`config.mk`:
```
export PLATFORM = sky130hd
export DESIGN_NAME = coherence_arbiter_flat
export DESIGN_NICKNAME = d
export VERILOG_FILES = /design/src/rtl/coherence_arbiter_if.sv /design/src/rtl/coherence_arbiter.sv /design/src/flat_wrapper.sv
export SDC_FILE = /design/constraint.sdc
export NUM_CORES = 1
export LEC_CHECK = 0
export ABC_AREA = 1
export CAP_MARGIN = 20
export CORE_AREA = 2 2 199 201
export CTS_CLUSTER_SIZE = 28
export DETAILED_ROUTE_END_ITERATION = 10
export DIE_AREA = 0 0 201 203
export PLACE_DENSITY_LB_ADDON = 0.2
export RECOVER_POWER = 25
export SKIP_CTS_REPAIR_TIMING = 1
export SYNTH_ARGS = -nofsm -noshare
export SYNTH_HDL_FRONTEND = slang
export SYNTH_SLANG_ARGS = --single-unit
```
`constraint.sdc`:
```
create_clock -name CLK -period 2 [get_ports CLK]
set_input_delay 0.5 -clock CLK [delete_from_list [all_inputs] [get_ports CLK]]
set_output_delay 0.5 -clock CLK [all_outputs]
set_load 0.02 [all_outputs]
```
`src/rtl/coherence_arbiter_if.sv`:
```
// Cache control bus shared by the coherence arbiter (cc side) and the caches/RAM (caches side).
// Also carries the package holding the RAM handshake state type.
package coherence_arbiter_pkg;
    typedef enum logic [1:0] {FREE, BUSY, ACCESS, ERROR} ramstate_t;
    typedef logic [31:0] word_t;
endpackage

interface coherence_arbiter_if #(parameter int unsigned CPUS = 2);
    import coherence_arbiter_pkg::*;

    logic [CPUS-1:0]  iwait, dwait, iREN, dREN, dWEN;
    word_t [CPUS-1:0] iload, dload, dstore, iaddr, daddr;
    logic [CPUS-1:0]  ccwait, ccinv, ccwrite, cctrans;
    word_t [CPUS-1:0] ccsnoopaddr;
    logic             ramWEN, ramREN;
    ramstate_t        ramstate;
    word_t            ramaddr, ramload, ramstore;

    modport cc (
        input  iREN, dREN, dWEN, dstore, iaddr, daddr, ccwrite, cctrans, ramstate, ramload,
        output iwait, dwait, iload, dload, ccwait, ccinv, ccsnoopaddr, ramWEN, ramREN, ramaddr, ramstore
    );

    modport caches (
        output iREN, dREN, dWEN, dstore, iaddr, daddr, ccwrite, cctrans, ramstate, ramload,
        input  iwait, dwait, iload, dload, ccwait, ccinv, ccsnoopaddr, ramWEN, ramREN, ramaddr, ramstore
    );
endinterface

```
`src/rtl/coherence_arbiter.sv`:
```
// Dual-core coherence arbiter: shares one RAM port among 2 icaches and 2 dcaches, sequences MSI snoops
// and cache-to-cache transfers. Optional macro CC_STATS_EN adds saturating snoop/C2C/timeout counters.
module coherence_arbiter
    import coherence_arbiter_pkg::*;
#(
    parameter int unsigned CPUS          = 2,
    parameter int unsigned SNOOP_TIMEOUT = 4,
    parameter logic        RR_INIT       = 1'b0
) (
    input  logic              CLK,
    input  logic              RST,
    coherence_arbiter_if.cc   ccif
`ifdef CC_STATS_EN
    ,
    output logic [15:0]       snoop_count,
    output logic [15:0]       c2c_count,
    output logic [15:0]       timeout_count
`endif
);
    typedef enum logic [2:0] {IDLE, WB, SNOOP, C2C, RAMRD, IFETCH} state_t;

    state_t     state;
    logic       g, drr, irr, snooped;
    logic [3:0] cnt;
    logic       o;

    assign o = ~g;

    function automatic logic pick(input logic [1:0] req, input logic ptr);
        return (&req) ? ptr : ~req[0];
    endfunction

    logic gw, gr, gi, done, go_snoop, hit, clean, expire;

    assign gw       = pick(ccif.dWEN, drr);
    assign gr       = pick(ccif.dREN, drr);
    assign gi       = pick(ccif.iREN, irr);
    // A reset cycle must never show a completion pulse even though the state is still live.
    assign done     = (ccif.ramstate == ACCESS) && !RST;
    assign go_snoop = (state == IDLE) && !(|ccif.dWEN) && (|ccif.dREN) && ccif.cctrans[gr];
    assign hit      = (state == SNOOP) && ccif.dWEN[o] && (ccif.daddr[o] == ccif.daddr[g]);
    assign clean    = (state == SNOOP) && !hit && ccif.cctrans[o] && !ccif.dWEN[o];
    assign expire   = (state == SNOOP) && !hit && !clean && (cnt == 4'(SNOOP_TIMEOUT - 1));

    always_ff @(posedge CLK) begin
        if (RST) begin
            state   <= IDLE;
            g       <= 1'b0;
            drr     <= RR_INIT;
            irr     <= RR_INIT;
            cnt     <= '0;
            snooped <= 1'b0;
        end else begin
            case (state)
                IDLE: begin
                    snooped <= 1'b0;
                    if (|ccif.dWEN) begin
                        g     <= gw;
                        state <= WB;
                    end else if (|ccif.dREN) begin
                        g     <= gr;
                        state <= go_snoop ? SNOOP : RAMRD;
                    end else if (|ccif.iREN) begin
                        g     <= gi;
                        state <= IFETCH;
                    end
                end
                SNOOP: begin
                    if (hit) begin
                        state <= C2C;
                        cnt   <= '0;
                    end else if (clean || expire) begin
                        state   <= RAMRD;
                        snooped <= 1'b1;
                        cnt     <= '0;
                    end else begin
                        cnt <= cnt + 4'd1;
                    end
                end
                WB, C2C, RAMRD: begin
                    if (done) begin
                        drr   <= ~g;
                        state <= IDLE;
                    end
                end
                IFETCH: begin
                    if (done) begin
                        irr   <= ~g;
                        state <= IDLE;
                    end
                end
                default: state <= IDLE;
            endcase
        end
    end

    logic [CPUS-1:0]  iwait_c, dwait_c, ccwait_c, ccinv_c;
    word_t [CPUS-1:0] iload_c, dload_c, snoop_c;
    logic             ren_c, wen_c;
    word_t            addr_c, store_c;

    always_comb begin
        iwait_c  = '1;
        dwait_c  = '1;
        ccwait_c = '0;
        ccinv_c  = '0;
        snoop_c  = '0;
        iload_c  = '0;
        dload_c  = '0;
        ren_c    = 1'b0;
        wen_c    = 1'b0;
        addr_c   = '0;
        store_c  = '0;
        case (state)
            WB: begin
                wen_c   = 1'b1;
                addr_c  = ccif.daddr[g];
                store_c = ccif.dstore[g];
                if (done) dwait_c[g] = 1'b0;
            end
            SNOOP: begin
                ccwait_c[o] = 1'b1;
                snoop_c[o]  = ccif.daddr[g];
                ccinv_c[o]  = ccif.ccwrite[g];
            end
            C2C: begin
                ccwait_c[o] = 1'b1;
                wen_c       = 1'b1;
                addr_c      = ccif.daddr[o];
                store_c     = ccif.dstore[o];
                dload_c[g]  = ccif.dstore[o];
                if (done) begin
                    dwait_c[g] = 1'b0;
                    dwait_c[o] = 1'b0;
                end
            end
            RAMRD: begin
                if (snooped) begin
                    ccwait_c[o] = 1'b1;
                    ccinv_c[o]  = ccif.ccwrite[g];
                end
                ren_c      = 1'b1;
                addr_c     = ccif.daddr[g];
                dload_c[g] = ccif.ramload;
                if (done) dwait_c[g] = 1'b0;
            end
            IFETCH: begin
                ren_c      = 1'b1;
                addr_c     = ccif.iaddr[g];
                iload_c[g] = ccif.ramload;
                if (done) iwait_c[g] = 1'b0;
            end
            default: ;
        endcase
    end

    assign ccif.iwait       = iwait_c;
    assign ccif.dwait       = dwait_c;
    assign ccif.iload       = iload_c;
    assign ccif.dload       = dload_c;
    assign ccif.ccwait      = ccwait_c;
    assign ccif.ccinv       = ccinv_c;
    assign ccif.ccsnoopaddr = snoop_c;
    assign ccif.ramREN      = ren_c;
    assign ccif.ramWEN      = wen_c;
    assign ccif.ramaddr     = addr_c;
    assign ccif.ramstore    = store_c;

`ifdef CC_STATS_EN
    always_ff @(posedge CLK) begin
        if (RST) begin
            snoop_count   <= '0;
            c2c_count     <= '0;
            timeout_count <= '0;
        end else begin
            if (go_snoop && snoop_count != '1)   snoop_count   <= snoop_count + 16'd1;
            if (hit && c2c_count != '1)          c2c_count     <= c2c_count + 16'd1;
            if (expire && timeout_count != '1)   timeout_count <= timeout_count + 16'd1;
        end
    end
`endif
endmodule

```
`src/flat_wrapper.sv`:
```
// flat-port wrapper written by rule: the top's interface ports become plain ports
module coherence_arbiter_flat import coherence_arbiter_pkg::*;
#(
    parameter int unsigned CPUS          = 2,
    parameter int unsigned SNOOP_TIMEOUT = 4,
    parameter logic        RR_INIT       = 1'b0
)
  (CLK, RST, ccif_iREN, ccif_dREN, ccif_dWEN, ccif_dstore, ccif_iaddr, ccif_daddr, ccif_ccwrite, ccif_cctrans, ccif_ramstate, ccif_ramload, ccif_iwait, ccif_dwait, ccif_iload, ccif_dload, ccif_ccwait, ccif_ccinv, ccif_ccsnoopaddr, ccif_ramWEN, ccif_ramREN, ccif_ramaddr, ccif_ramstore);
  coherence_arbiter_if #(.CPUS(CPUS)) ccif_i ();
  input  logic CLK;
  input  logic RST;
  input wire logic [$bits(ccif_i.iREN)-1:0] ccif_iREN;
  input wire logic [$bits(ccif_i.dREN)-1:0] ccif_dREN;
  input wire logic [$bits(ccif_i.dWEN)-1:0] ccif_dWEN;
  input wire logic [$bits(ccif_i.dstore)-1:0] ccif_dstore;
  input wire logic [$bits(ccif_i.iaddr)-1:0] ccif_iaddr;
  input wire logic [$bits(ccif_i.daddr)-1:0] ccif_daddr;
  input wire logic [$bits(ccif_i.ccwrite)-1:0] ccif_ccwrite;
  input wire logic [$bits(ccif_i.cctrans)-1:0] ccif_cctrans;
  input wire logic [$bits(ccif_i.ramstate)-1:0] ccif_ramstate;
  input wire logic [$bits(ccif_i.ramload)-1:0] ccif_ramload;
  output wire logic [$bits(ccif_i.iwait)-1:0] ccif_iwait;
  output wire logic [$bits(ccif_i.dwait)-1:0] ccif_dwait;
  output wire logic [$bits(ccif_i.iload)-1:0] ccif_iload;
  output wire logic [$bits(ccif_i.dload)-1:0] ccif_dload;
  output wire logic [$bits(ccif_i.ccwait)-1:0] ccif_ccwait;
  output wire logic [$bits(ccif_i.ccinv)-1:0] ccif_ccinv;
  output wire logic [$bits(ccif_i.ccsnoopaddr)-1:0] ccif_ccsnoopaddr;
  output wire logic [$bits(ccif_i.ramWEN)-1:0] ccif_ramWEN;
  output wire logic [$bits(ccif_i.ramREN)-1:0] ccif_ramREN;
  output wire logic [$bits(ccif_i.ramaddr)-1:0] ccif_ramaddr;
  output wire logic [$bits(ccif_i.ramstore)-1:0] ccif_ramstore;
  assign ccif_i.iREN = ccif_iREN;
  assign ccif_i.dREN = ccif_dREN;
  assign ccif_i.dWEN = ccif_dWEN;
  assign ccif_i.dstore = ccif_dstore;
  assign ccif_i.iaddr = ccif_iaddr;
  assign ccif_i.daddr = ccif_daddr;
  assign ccif_i.ccwrite = ccif_ccwrite;
  assign ccif_i.cctrans = ccif_cctrans;
  assign ccif_i.ramstate = ccif_ramstate;
  assign ccif_i.ramload = ccif_ramload;
  assign ccif_iwait = ccif_i.iwait;
  assign ccif_dwait = ccif_i.dwait;
  assign ccif_iload = ccif_i.iload;
  assign ccif_dload = ccif_i.dload;
  assign ccif_ccwait = ccif_i.ccwait;
  assign ccif_ccinv = ccif_i.ccinv;
  assign ccif_ccsnoopaddr = ccif_i.ccsnoopaddr;
  assign ccif_ramWEN = ccif_i.ramWEN;
  assign ccif_ramREN = ccif_i.ramREN;
  assign ccif_ramaddr = ccif_i.ramaddr;
  assign ccif_ramstore = ccif_i.ramstore;
  coherence_arbiter #(.CPUS(CPUS), .SNOOP_TIMEOUT(SNOOP_TIMEOUT), .RR_INIT(RR_INIT)) u_core (.CLK(CLK), .RST(RST), .ccif(ccif_i));
endmodule
```
==> out/metrics.cfg <==
[worst_setup_path]
cp_num_buf_inv = 4
required_ns = 1.50
crit_path_top_delay_cell = clkdlybuf4s50_1
crit_top_cell = buf_12
regToRegStartpoint = u_core.g$_SDFFE_PP0P_
crit_path_cell_trace = buf_12 > buf_12 > nand2_1 > buf_4 > nor2_1 > clkdlybuf4s50_1
cp-startpoint = u_core.g$_SDFFE_PP0P_
cp-end-kind = output pin
cp_max_fo = 29
critical_path_class = reg -> out
start_kind = flop
path_delay_family = buffers and inverters
max_stage_delay_ns = 0.63
arrival_ns = 1.99

[floorplanning]
die_w_um = 201
die-height_um = 203
io_pins = 504
die_area_sq_um = 40800
initial_core_util_pct = 14.13
rows = 72
coreArea_sq_um = 38470

[synth]
syn_inst = 1114
yosys_most_used_dff = dfxtp_1
yosysSeqAreaShare_pct = 4.051
synth.net_count = 1353
synth_area_per_cell_sq_um = 4.880
ys_ff_latch = 11
yosys_warnings = 0
synth_area_sq_um = 5436
async_flop_share_pct = 0
yosysUniqueCellTypes = 36
synth_edf_count = 0

[layout]
instances_no_fill = 2360
fin_area_sq_um = 15880
drive_above_1_share_pct = 35.94
nNetsFinal = 2082
mostFrequentLayoutCell = nand2_1
final_core_util_pct = 41.29
layout_common_cells = nand2_1 (379), buf_4 (306), clkdlybuf4s50_1 (266)
syn_to_final_growth_pct = 192.1
antenna_cells = 0

[run_status]
violations = negative setup slack
status = finished with violations

[clock_tree]
cts_htree_levels = 1
cts.path.max_buffers = 2
cts_tree = done
path_clk_slew_ns = 0.04
cts_made_buffers = 3
root_buffer = clkbuf_16
clk_latency_ns = 0.24
cts_sinks = 11

[detailed_routing]
vias = 10320
routed_wl_um = 42650
drtAntennaViolNets = 0
drc_errors = 0
via_per_inst = 4.375
drt-pass1-iter-count = 5
routedWlPerCell_um = 18.07
drt-initial-drc-count = 398

[power_and_ir_drop]
power_w = 0.01469
internal_power_w = 0.006932
p_per_area_nw_per_um2 = 924.8
power_frac_seq_pct = 2.5
vdd_drop_max_uv = 479.1
p_leak_nw = 8.566
combPwrFrac_pct = 94.9
p_switching_w = 0.007756
switching_share_pct = 52.80
clkPwrFrac_pct = 2.6

[min_path]
worstHoldStart = u_core.irr$_SDFFE_PP0P_
hold_class = reg -> reg

[timing]
tightest_slew_ns = 0.4724
drv_slew = 0
period_minus_slack_ns = 2.493
max_slew_margin_pct = 68.17
fmax_ghz = 0.4011
finalCritPeriodShare_pct = 124.6
setup_slack_ns = -0.4929
fin_skew_ns = 0.003889
timing.final.hold_violations = 0
finalSetupViolCount = 258
rsz0062_at_grt = yes

[placed_design]
place.gp.congestion = 0.8871
dp_cells = 2320
numPortBuffers = 503
placed_area_sq_um = 14940
pre_cts_slack_ns = -0.7047
dpl.hpwl_um = 34020

[global_routing]
grt_overflow = 0
grt_use_total_pct = 18.97
grt_pass1_vias = 10320
grt_pass1_wl_um = 60810
grt_max_degree = 61
antenna_found_initial = 1

[flow_run]
drv_cap = 0

state kept, by name, indices dropped and copies added (netlist names):
signal          flops
u_core.g            1
u_core.drr          1
u_core.cnt          4
u_core.irr          1
u_core.state        3
u_core.snooped      1
metal layers:
layer / vias to the layer above / wire length, um / part of all wire [%] / track usage (%)
met2: 390 / 21750 / 51 / 35.69
li1: 5160 / - / - / -
met3: 40 / 2884 / 6.8 / 3.612
met4: 2 / 792 / 1.9 / 3.333
met1: 4732 / 17200 / 40 / 22.42
met5: - / 16 / 0.038 / 0
through the flow:
stage	hold WS (ns)	TNS (ns)
finish	0.4787	-65.48
global route	0.5016	-88.85
CTS	0.4790	-161.49
detailed placement	0.4696	-116.11
global placement	0.4669	-115.51
floorplan	0.4438	-10.66
cell families (layout without fill, tap and decap cells):
family          Yosys count  count (layout)  share of synthesized area [%]
compound gates          223             223                          29.99
xor+xnor                  7               7                          1.128
fa+ha+maj                 1               1                         0.2301
buf+inv                 271             999                          19.56
flops                    11              11                          4.051
simple gates            601             601                          45.04
Yosys cell counts, drive strengths merged (2+ instances only):
| cell type | n | area share [%] |
|---|---|---|
| o21ai | 49 | 4.5 |
| o22ai | 20 | 2.3 |
| o221ai | 37 | 6.0 |
| xnor2 | 5 | 0.81 |
| o2111ai | 16 | 2.6 |
| a21oi | 7 | 0.64 |
| inv | 184 | 13 |
| nand2 | 394 | 28 |
| nor3 | 76 | 7.0 |
| dfxtp | 11 | 4.1 |
| xor2 | 2 | 0.32 |
| o21a | 3 | 0.41 |
| nand3 | 21 | 1.9 |
| buf | 26 | 2.6 |
| nor2 | 107 | 8.2 |
| o32ai | 44 | 7.1 |
| clkbuf | 61 | 4.2 |
| o211ai | 44 | 6.1 |
path summary, 6_finish.rpt:
check / slack [ns] / depth (start not counted) / endpoint
worst max-delay path: -0.49 / 6 / ccif_ccsnoopaddr[7]
worst min-delay path: 0.48 / 2 / u_core.irr$_SDFFE_PP0P_
worst max register to register: -0.14 / 16 / u_core.state[2]$_SDFFE_PP0P_
worst min register to register: 0.48 / 2 / u_core.irr$_SDFFE_PP0P_
power by group through the flow:
stage	sequential, W	combinational [W]	clock [W]
global placement	0.000361	0.0130	0
global route	0.000383	0.0149	0.000390
detailed placement	0.000364	0.0130	0
floorplan	0.000325	0.00683	0
finish	0.000374	0.0139	0.000377
CTS	0.000361	0.0131	0.000378
tightest hold or removal path, cell delays in order (launching register included):
cell	delay (ns)
dfxtp_1	0.30
o21ai_0	0.07
a21oi_1	0.06
layout make-up:
cell class              instances  area, sq um
clock buffers                   4        78.83
flip-flops and latches         11        230.2
fillers                      3979        22590
inverters                     184        730.7
well taps                     518        648.1
repair buffers                811         8185
multi-input cells             832         6008
(Power assumes the default switching activity.)
